==> src/rtl/alu_loader_pkg.sv <==
// Shared types for the ALU operand loader: FSM state encoding and selector width.
package alu_loader_pkg;

  localparam int unsigned SEL_W = 3;

  typedef enum logic [2:0] {
    LOAD_A  = 3'd0,
    LOAD_B  = 3'd1,
    LOAD_OP = 3'd2,
    CAPTURE = 3'd3,
    SHOW    = 3'd4
  } loader_state_t;

endpackage

==> src/rtl/alu_operand_loader_btn.sv <==
// Button conditioner: 2-flop synchronizer, optional debounce, rising-edge pulse.
// Debounce is compiled in with ALU_LOADER_DEBOUNCE_EN.
module btn_conditioner #(
  parameter int unsigned DEBOUNCE_CYCLES = 16
) (
  input  logic clk,
  input  logic rst_n,
  input  logic btn,
  output logic pulse
);

`ifdef ALU_LOADER_DEBOUNCE_EN
  localparam bit DEB_EN = 1'b1;
`else
  localparam bit DEB_EN = 1'b0;
`endif
  localparam int unsigned HOLD = DEB_EN ? DEBOUNCE_CYCLES : 0;

  logic s1, s2, lvl, prev;

  always_ff @(posedge clk) begin
    if (!rst_n) begin
      s1 <= 1'b0;
      s2 <= 1'b0;
    end else begin
      s1 <= btn;
      s2 <= s1;
    end
  end

  if (HOLD > 0) begin : g_deb
    localparam int unsigned CW = $clog2(HOLD + 1);
    logic [CW-1:0] cnt;

    // Level flips only after s2 has disagreed with it for HOLD consecutive cycles.
    always_ff @(posedge clk) begin
      if (!rst_n) begin
        cnt <= '0;
        lvl <= 1'b0;
      end else if (s2 == lvl) begin
        cnt <= '0;
      end else if (cnt == CW'(HOLD)) begin
        cnt <= '0;
        lvl <= s2;
      end else begin
        cnt <= cnt + CW'(1);
      end
    end
  end else begin : g_nodeb
    always_ff @(posedge clk) begin
      if (!rst_n) lvl <= 1'b0;
      else        lvl <= s2;
    end
  end

  always_ff @(posedge clk) begin
    if (!rst_n) prev <= 1'b0;
    else        prev <= lvl;
  end

  assign pulse = lvl & ~prev;

endmodule

==> src/rtl/alu_operand_loader.sv <==
// Sequential front end for the ALU: loads A, B and the operation one press at a
// time, then registers the ALU result. Optional debounce via ALU_LOADER_DEBOUNCE_EN.
module alu_operand_loader
  import alu_loader_pkg::*;
#(
  parameter int unsigned N               = 4,
  parameter int unsigned DEBOUNCE_CYCLES = 16
) (
  input  logic             clk,
  input  logic             rst_n,
  input  logic [N-1:0]     sw,
  input  logic [SEL_W-1:0] sel_sw,
  input  logic             op_sw,
  input  logic             btn_load,
  input  logic             btn_clr,
  input  logic [N:0]       alu_out,
  output logic [N-1:0]     A,
  output logic [N-1:0]     B,
  output logic [SEL_W-1:0] selector,
  output logic             operacion,
  output logic             operands_valid,
  output logic [N:0]       result,
  output logic             result_valid,
  output logic [2:0]       state
);

  logic load_p, clr_p;

  btn_conditioner #(.DEBOUNCE_CYCLES(DEBOUNCE_CYCLES)) u_load (
    .clk   (clk),
    .rst_n (rst_n),
    .btn   (btn_load),
    .pulse (load_p)
  );

  btn_conditioner #(.DEBOUNCE_CYCLES(DEBOUNCE_CYCLES)) u_clr (
    .clk   (clk),
    .rst_n (rst_n),
    .btn   (btn_clr),
    .pulse (clr_p)
  );

  loader_state_t cur_q, nxt;
  logic ld_a, ld_b, ld_op, cap, release_q;

  always_ff @(posedge clk) begin
    if (!rst_n) cur_q <= LOAD_A;
    else        cur_q <= nxt;
  end

  always_comb begin
    nxt       = cur_q;
    ld_a      = 1'b0;
    ld_b      = 1'b0;
    ld_op     = 1'b0;
    cap       = 1'b0;
    release_q = 1'b0;
    if (clr_p) begin
      nxt = LOAD_A;
    end else begin
      unique case (cur_q)
        LOAD_A: if (load_p) begin
          ld_a = 1'b1;
          nxt  = LOAD_B;
        end
        LOAD_B: if (load_p) begin
          ld_b = 1'b1;
          nxt  = LOAD_OP;
        end
        LOAD_OP: if (load_p) begin
          ld_op = 1'b1;
          nxt   = CAPTURE;
        end
        CAPTURE: begin
          cap = 1'b1;
          nxt = SHOW;
        end
        SHOW: if (load_p) begin
          release_q = 1'b1;
          nxt       = LOAD_A;
        end
        default: nxt = LOAD_A;
      endcase
    end
  end

  always_ff @(posedge clk) begin
    if (!rst_n) begin
      A              <= '0;
      B              <= '0;
      selector       <= '0;
      operacion      <= 1'b0;
      operands_valid <= 1'b0;
      result         <= '0;
      result_valid   <= 1'b0;
    end else begin
      if (ld_a) A <= sw;
      if (ld_b) B <= sw;
      if (ld_op) begin
        selector       <= sel_sw;
        operacion      <= op_sw;
        operands_valid <= 1'b1;
      end
      if (cap) begin
        result       <= alu_out;
        result_valid <= 1'b1;
      end
      if (clr_p || release_q) begin
        operands_valid <= 1'b0;
        result_valid   <= 1'b0;
      end
    end
  end

  assign state = cur_q;

endmodule
==> config.mk <==
export PLATFORM = sky130hd
export DESIGN_NAME = alu_operand_loader
export DESIGN_NICKNAME = d
export VERILOG_FILES = /design/src/rtl/alu_loader_pkg.sv /design/src/rtl/alu_operand_loader_btn.sv /design/src/rtl/alu_operand_loader.sv
export SDC_FILE = /design/constraint.sdc
export NUM_CORES = 1
export LEC_CHECK = 0
export BUFFER_PORTS_ARGS = -buffer_cell sky130_fd_sc_hd__buf_2
export CORE_ASPECT_RATIO = 0.75
export CORE_UTILIZATION = 40
export DETAILED_ROUTE_END_ITERATION = 7
export GPL_ROUTABILITY_DRIVEN = 0
export PLACE_DENSITY = 0.76
export SLEW_MARGIN = 5
export SYNTH_ARGS = -nofsm -noshare
export SYNTH_HDL_FRONTEND = slang
export SYNTH_SLANG_ARGS = --single-unit
==> constraint.sdc <==
create_clock -name clk -period 2.63 [get_ports clk]
set_input_delay 0.1315 -clock clk [delete_from_list [all_inputs] [get_ports clk]]
set_output_delay 0.1315 -clock clk [all_outputs]
set_load 0.02 [all_outputs]
==> flow_summary.html <==
<table>
<tr><th>Metric</th><th>Value</th></tr>
<tr><th colspan="2">STA</th></tr>
<tr><td>Setup total negative slack</td><td>0 ns</td></tr>
<tr><td>Headroom to the max-slew limit</td><td>58.35%</td></tr>
<tr><td>Final critical-path required period</td><td>1.620 ns</td></tr>
<tr><td>Post-Route Skew</td><td>0.005334 ns</td></tr>
<tr><td>Tcrit/Tclk final</td><td>61.61%</td></tr>
<tr><td>Final hold vios</td><td>0</td></tr>
<tr><td>Final count of pins violating max slew</td><td>0</td></tr>
<tr><td>Transition time of the tightest slew-check pin</td><td>0.6225 ns</td></tr>
<tr><td>Setup repair after global routing missed its margin</td><td>no</td></tr>
<tr><td>Setup-violating endpoint count in the final report</td><td>0</td></tr>
<tr><td>Achievable clock frequency</td><td>617.1 MHz</td></tr>
<tr><th colspan="2">Power and ir drop</th></tr>
<tr><td>Post-route total power</td><td>839.1 µW</td></tr>
<tr><td>Portion of total power attributed to sequential cells</td><td>55.2%</td></tr>
<tr><td>Max rail drop VDD</td><td>0.3414 mV</td></tr>
<tr><td>P_leak</td><td>0.6732 nW</td></tr>
<tr><td>Net switching share of the total power</td><td>21.21%</td></tr>
<tr><td>Power density of the placed cells</td><td>593.5 nW/µm²</td></tr>
<tr><td>Net switching power</td><td>178.0 µW</td></tr>
<tr><td>Internal portion of total power</td><td>661.1 µW</td></tr>
<tr><td>Clock power share</td><td>39.8%</td></tr>
<tr><td>Part of the power in combinational logic</td><td>5.0%</td></tr>
<tr><th colspan="2">Outcome</th></tr>
<tr><td>Run status</td><td>finished clean</td></tr>
<tr><th colspan="2">Min path</th></tr>
<tr><td>Hold WC Path Type</td><td>in -&gt; reg</td></tr>
<tr><td>Hold path depth</td><td>2</td></tr>
<tr><th colspan="2">Cells and area</th></tr>
<tr><td>Register Area</td><td>600.6 µm²</td></tr>
<tr><td>Final cell count without fillers</td><td>189</td></tr>
<tr><td>Number of inserted filler cells in the final layout</td><td>267</td></tr>
<tr><td>Number of antenna cells inserted</td><td>0</td></tr>
<tr><td>Layout Utilization</td><td>53.91%</td></tr>
<tr><td>Footprint of the multi-input gates</td><td>501.7 µm²</td></tr>
<tr><td>Area growth, synth to finish</td><td>26.54%</td></tr>
<tr><td>Number of nets in the layout</td><td>170</td></tr>
<tr><td>Fraction of final layout cells sized beyond drive strength 1</td><td>30.72%</td></tr>
<tr><td>Cell area after layout</td><td>1414 µm²</td></tr>
<tr><th colspan="2">Logic synthesis</th></tr>
<tr><td>Avg Cell Area, Syn</td><td>9.976 µm²</td></tr>
<tr><td>Syn. warnings</td><td>0</td></tr>
<tr><td>Gate count after technology mapping</td><td>112</td></tr>
<tr><td>Net count of the mapped netlist</td><td>129</td></tr>
<tr><td>Sequential fraction of the synthesis area</td><td>53.75%</td></tr>
<tr><td>Number of distinct standard cells referenced by the synthesized netlist</td><td>19</td></tr>
<tr><td>Netlist area before placement</td><td>1117 µm²</td></tr>
<tr><td>Number of synthesized register bits</td><td>30</td></tr>
<tr><th colspan="2">Setup path</th></tr>
<tr><td>Data arrival time of the worst path</td><td>1.82 ns</td></tr>
<tr><td>Delay contributed by the slowest stage of the critical path</td><td>0.50 ns</td></tr>
<tr><td>Setup slack of the most critical reg-to-reg path</td><td>1.01 ns</td></tr>
<tr><td>Launch point of the worst path</td><td>state[0]</td></tr>
<tr><td>Cell at the slowest stage of the critical path</td><td>sky130_fd_sc_hd__nor4b_4</td></tr>
<tr><td>Element type at the critical path start</td><td>register</td></tr>
<tr><td>Max Fanout on Critical Path</td><td>7</td></tr>
<tr><td>Category of the worst setup path capture point</td><td>register</td></tr>
<tr><td>R2r startpoint</td><td>state[0]</td></tr>
<tr><td>Critical R2R Capture</td><td>selector[2]</td></tr>
<tr><td>Required time at the endpoint of the critical path</td><td>2.83 ns</td></tr>
<tr><td>Setup Crit Path Kind</td><td>reg -&gt; reg</td></tr>
<tr><td>Worst reg-to-reg path cell count</td><td>3</td></tr>
<tr><td>Cell Chain, Critical Path</td><td>or3b_4 -&gt; nor4b_4 -&gt; mux2i_1</td></tr>
<tr><td>CP endpoint</td><td>selector[2]</td></tr>
<tr><th colspan="2">Global route</th></tr>
<tr><td>Via count of the first global-routing pass</td><td>836</td></tr>
<tr><td>Largest net degree at the start of global routing</td><td>41</td></tr>
<tr><td>Grt ovf</td><td>0</td></tr>
<tr><td>Antenna violations before repair</td><td>0</td></tr>
<tr><td>First-pass GRT wire length</td><td>3608 µm</td></tr>
<tr><td>Overall global routing resource usage</td><td>16.62%</td></tr>
<tr><th colspan="2">Route</th></tr>
<tr><td>Ratio of routed vias to standard cells</td><td>4.730</td></tr>
<tr><td>Vias after detailed routing</td><td>894</td></tr>
<tr><td>Drt wl/cell</td><td>11.62 µm</td></tr>
<tr><td>Number of design-rule violations left by the first detailed-router iteration</td><td>20</td></tr>
<tr><td>Detailed-route DRC error count</td><td>0</td></tr>
<tr><td>Total wirelength of the detailed-routed design</td><td>2196 µm</td></tr>
<tr><td>DR pass1 iterations</td><td>4</td></tr>
<tr><td>Antenna viol nets, final</td><td>0</td></tr>
<tr><th colspan="2">Placed design</th></tr>
<tr><td>Post-placement cell count</td><td>182</td></tr>
<tr><td>Count of input and output buffers</td><td>38</td></tr>
<tr><td>Placed Instance Area</td><td>1338 µm²</td></tr>
<tr><td>Detail Placement HPWL</td><td>1628 µm</td></tr>
<tr><th colspan="2">Clock tree</th></tr>
<tr><td>Post-cts repair resize count</td><td>0</td></tr>
<tr><td>Maximum level of the CTS H-tree</td><td>2</td></tr>
<tr><td>Clock transition at the registers of the reported paths</td><td>0.06 ns</td></tr>
<tr><td>CTS Hold Bufs</td><td>0</td></tr>
<tr><td>Buffer levels on the longest clock path</td><td>2</td></tr>
<tr><td>Clock sink count</td><td>30</td></tr>
<tr><td>Library cell used as clock root buffer</td><td>sky130_fd_sc_hd__clkbuf_8</td></tr>
<tr><td>TritonCTS clock tree</td><td>built</td></tr>
<tr><td>Post CTS Setup Buffer Count</td><td>0</td></tr>
<tr><td>Clock insertion delay at the later pin of the skew report</td><td>0.28 ns</td></tr>
<tr><td>Number of buffers created by CTS</td><td>5</td></tr>
<tr><th colspan="2">Floorplan</th></tr>
<tr><td>I/O Pins</td><td>39</td></tr>
<tr><td>Total number of placement rows</td><td>16</td></tr>
<tr><td>CORE AREA</td><td>2623 µm²</td></tr>
<tr><td>Die area</td><td>3011 µm²</td></tr>
<tr><td>Die Height</td><td>47.77 µm</td></tr>
<tr><td>Horizontal die dimension</td><td>63.03 µm</td></tr>
<tr><td>Initial core utilization</td><td>42.60%</td></tr>
<tr><th colspan="2">Run</th></tr>
<tr><td>Number of max-cap violations</td><td>0</td></tr>
</table>
[final cells by class]
class | instances | share of cell area (%)
clock buffers | 7 | 5.398
well taps | 36 | 3.186
repair buffers | 38 | 13.45
flip-flops and latches | 30 | 42.48
multi-input cells | 78 | 35.49
[cell usage in the layout, fill, tap and decap left out, drive strengths merged]
master	Yosys	final
nand2b	3	3
nor4b	1	1
and2b	1	1
nor3	1	1
o211ai	1	1
nand3b	2	2
nand2	31	31
mux2i	17	17
or3b	1	1
clkbuf	4	7
or3	1	1
dfxtp	30	30
o21ba	2	2
nor2b	3	3
and2	8	8
nand4	1	1
nor2	2	2
a21oi	2	2
buf	0	38
a211oi	1	1
[cell families after synthesis]
family | after synthesis | synth area share, %
flops | 30 | 53.75
buf+inv | 4 | 1.343
mux | 17 | 15.23
simple gates | 55 | 25.64
compound gates | 6 | 4.032
[flip-flops by register name, indices dropped and copies added (netlist names)]
register        cells
state               3
u_load.s2           1
result              5
operands_valid      1
operacion           1
u_clr.s1            1
u_clr.lvl           1
result_valid        1
u_load.prev         1
u_clr.prev          1
u_load.lvl          1
B                   4
selector            3
u_clr.s2            1
A                   4
u_load.s1           1
[power groups by stage]
stage	sequential, mW	combinational [mW]	clock (mW)
floorplan	0.475	0.0228	0
global placement	0.473	0.0407	0
detailed placement	0.473	0.0420	0
CTS	0.463	0.0425	0.345
global route	0.464	0.0472	0.368
finish	0.464	0.0416	0.334
[worst min-delay path by stage]
stage              from  slack [ns]   endpoint
6_report       btn_load        0.06  u_load.s1
3_5_place_dp   btn_load        0.34  u_load.s1
3_3_place_gp   btn_load        0.34  u_load.s1
2_1_floorplan   btn_clr        0.26   u_clr.s1
5_1_grt        btn_load        0.05  u_load.s1
4_1_cts        btn_load        0.06  u_load.s1
[per-layer routing]
metal	vias up	routed length, µm	part of all wire, %	GRT usage, %
met1	411	942	43	17.27
met5	-	0	0	0
met2	31	1062	48	29.46
met3	0	191	8.7	9.048
met4	0	0	0	6.512
li1	452	-	-	-
[cell usage after synthesis]
library cell	count	area (µm²)
sky130_fd_sc_hd__nand2b_1	3	18.77
sky130_fd_sc_hd__mux2i_1	17	170.2
sky130_fd_sc_hd__or3_1	1	6.260
sky130_fd_sc_hd__nor3_1	1	5.000
sky130_fd_sc_hd__nand2_1	31	116.4
sky130_fd_sc_hd__and2b_1	1	7.510
sky130_fd_sc_hd__or3b_4	1	11.26
sky130_fd_sc_hd__clkbuf_1	4	15.01
sky130_fd_sc_hd__dfxtp_1	30	600.6
sky130_fd_sc_hd__nor2b_1	3	18.77
sky130_fd_sc_hd__and2_1	8	50.05
sky130_fd_sc_hd__o21ba_2	2	20.02
sky130_fd_sc_hd__a211oi_1	1	7.510
sky130_fd_sc_hd__nand4_1	1	6.260
sky130_fd_sc_hd__nor2_1	2	7.510
sky130_fd_sc_hd__nor4b_4	1	23.77
sky130_fd_sc_hd__nand3b_1	2	15.01
sky130_fd_sc_hd__o211ai_1	1	7.510
sky130_fd_sc_hd__a21oi_1	2	10.01
[worst max-delay path, delay by kind of cell (launching register included)]
family	cells	cell delay [ns]
AND/OR/NAND/NOR	2	0.95
flip-flops	1	0.36
multiplexers	1	0.24
[through the flow]
step | hold WS, ns | worst slack [ns]
2_1_floorplan | 0.2588 | 1.100
3_3_place_gp | 0.3426 | 1.111
3_5_place_dp | 0.3428 | 1.002
4_1_cts | 0.05822 | 0.9948
5_1_grt | 0.05374 | 0.9147
6_report | 0.06484 | 1.010
Power figures use the tool's default switching activity.
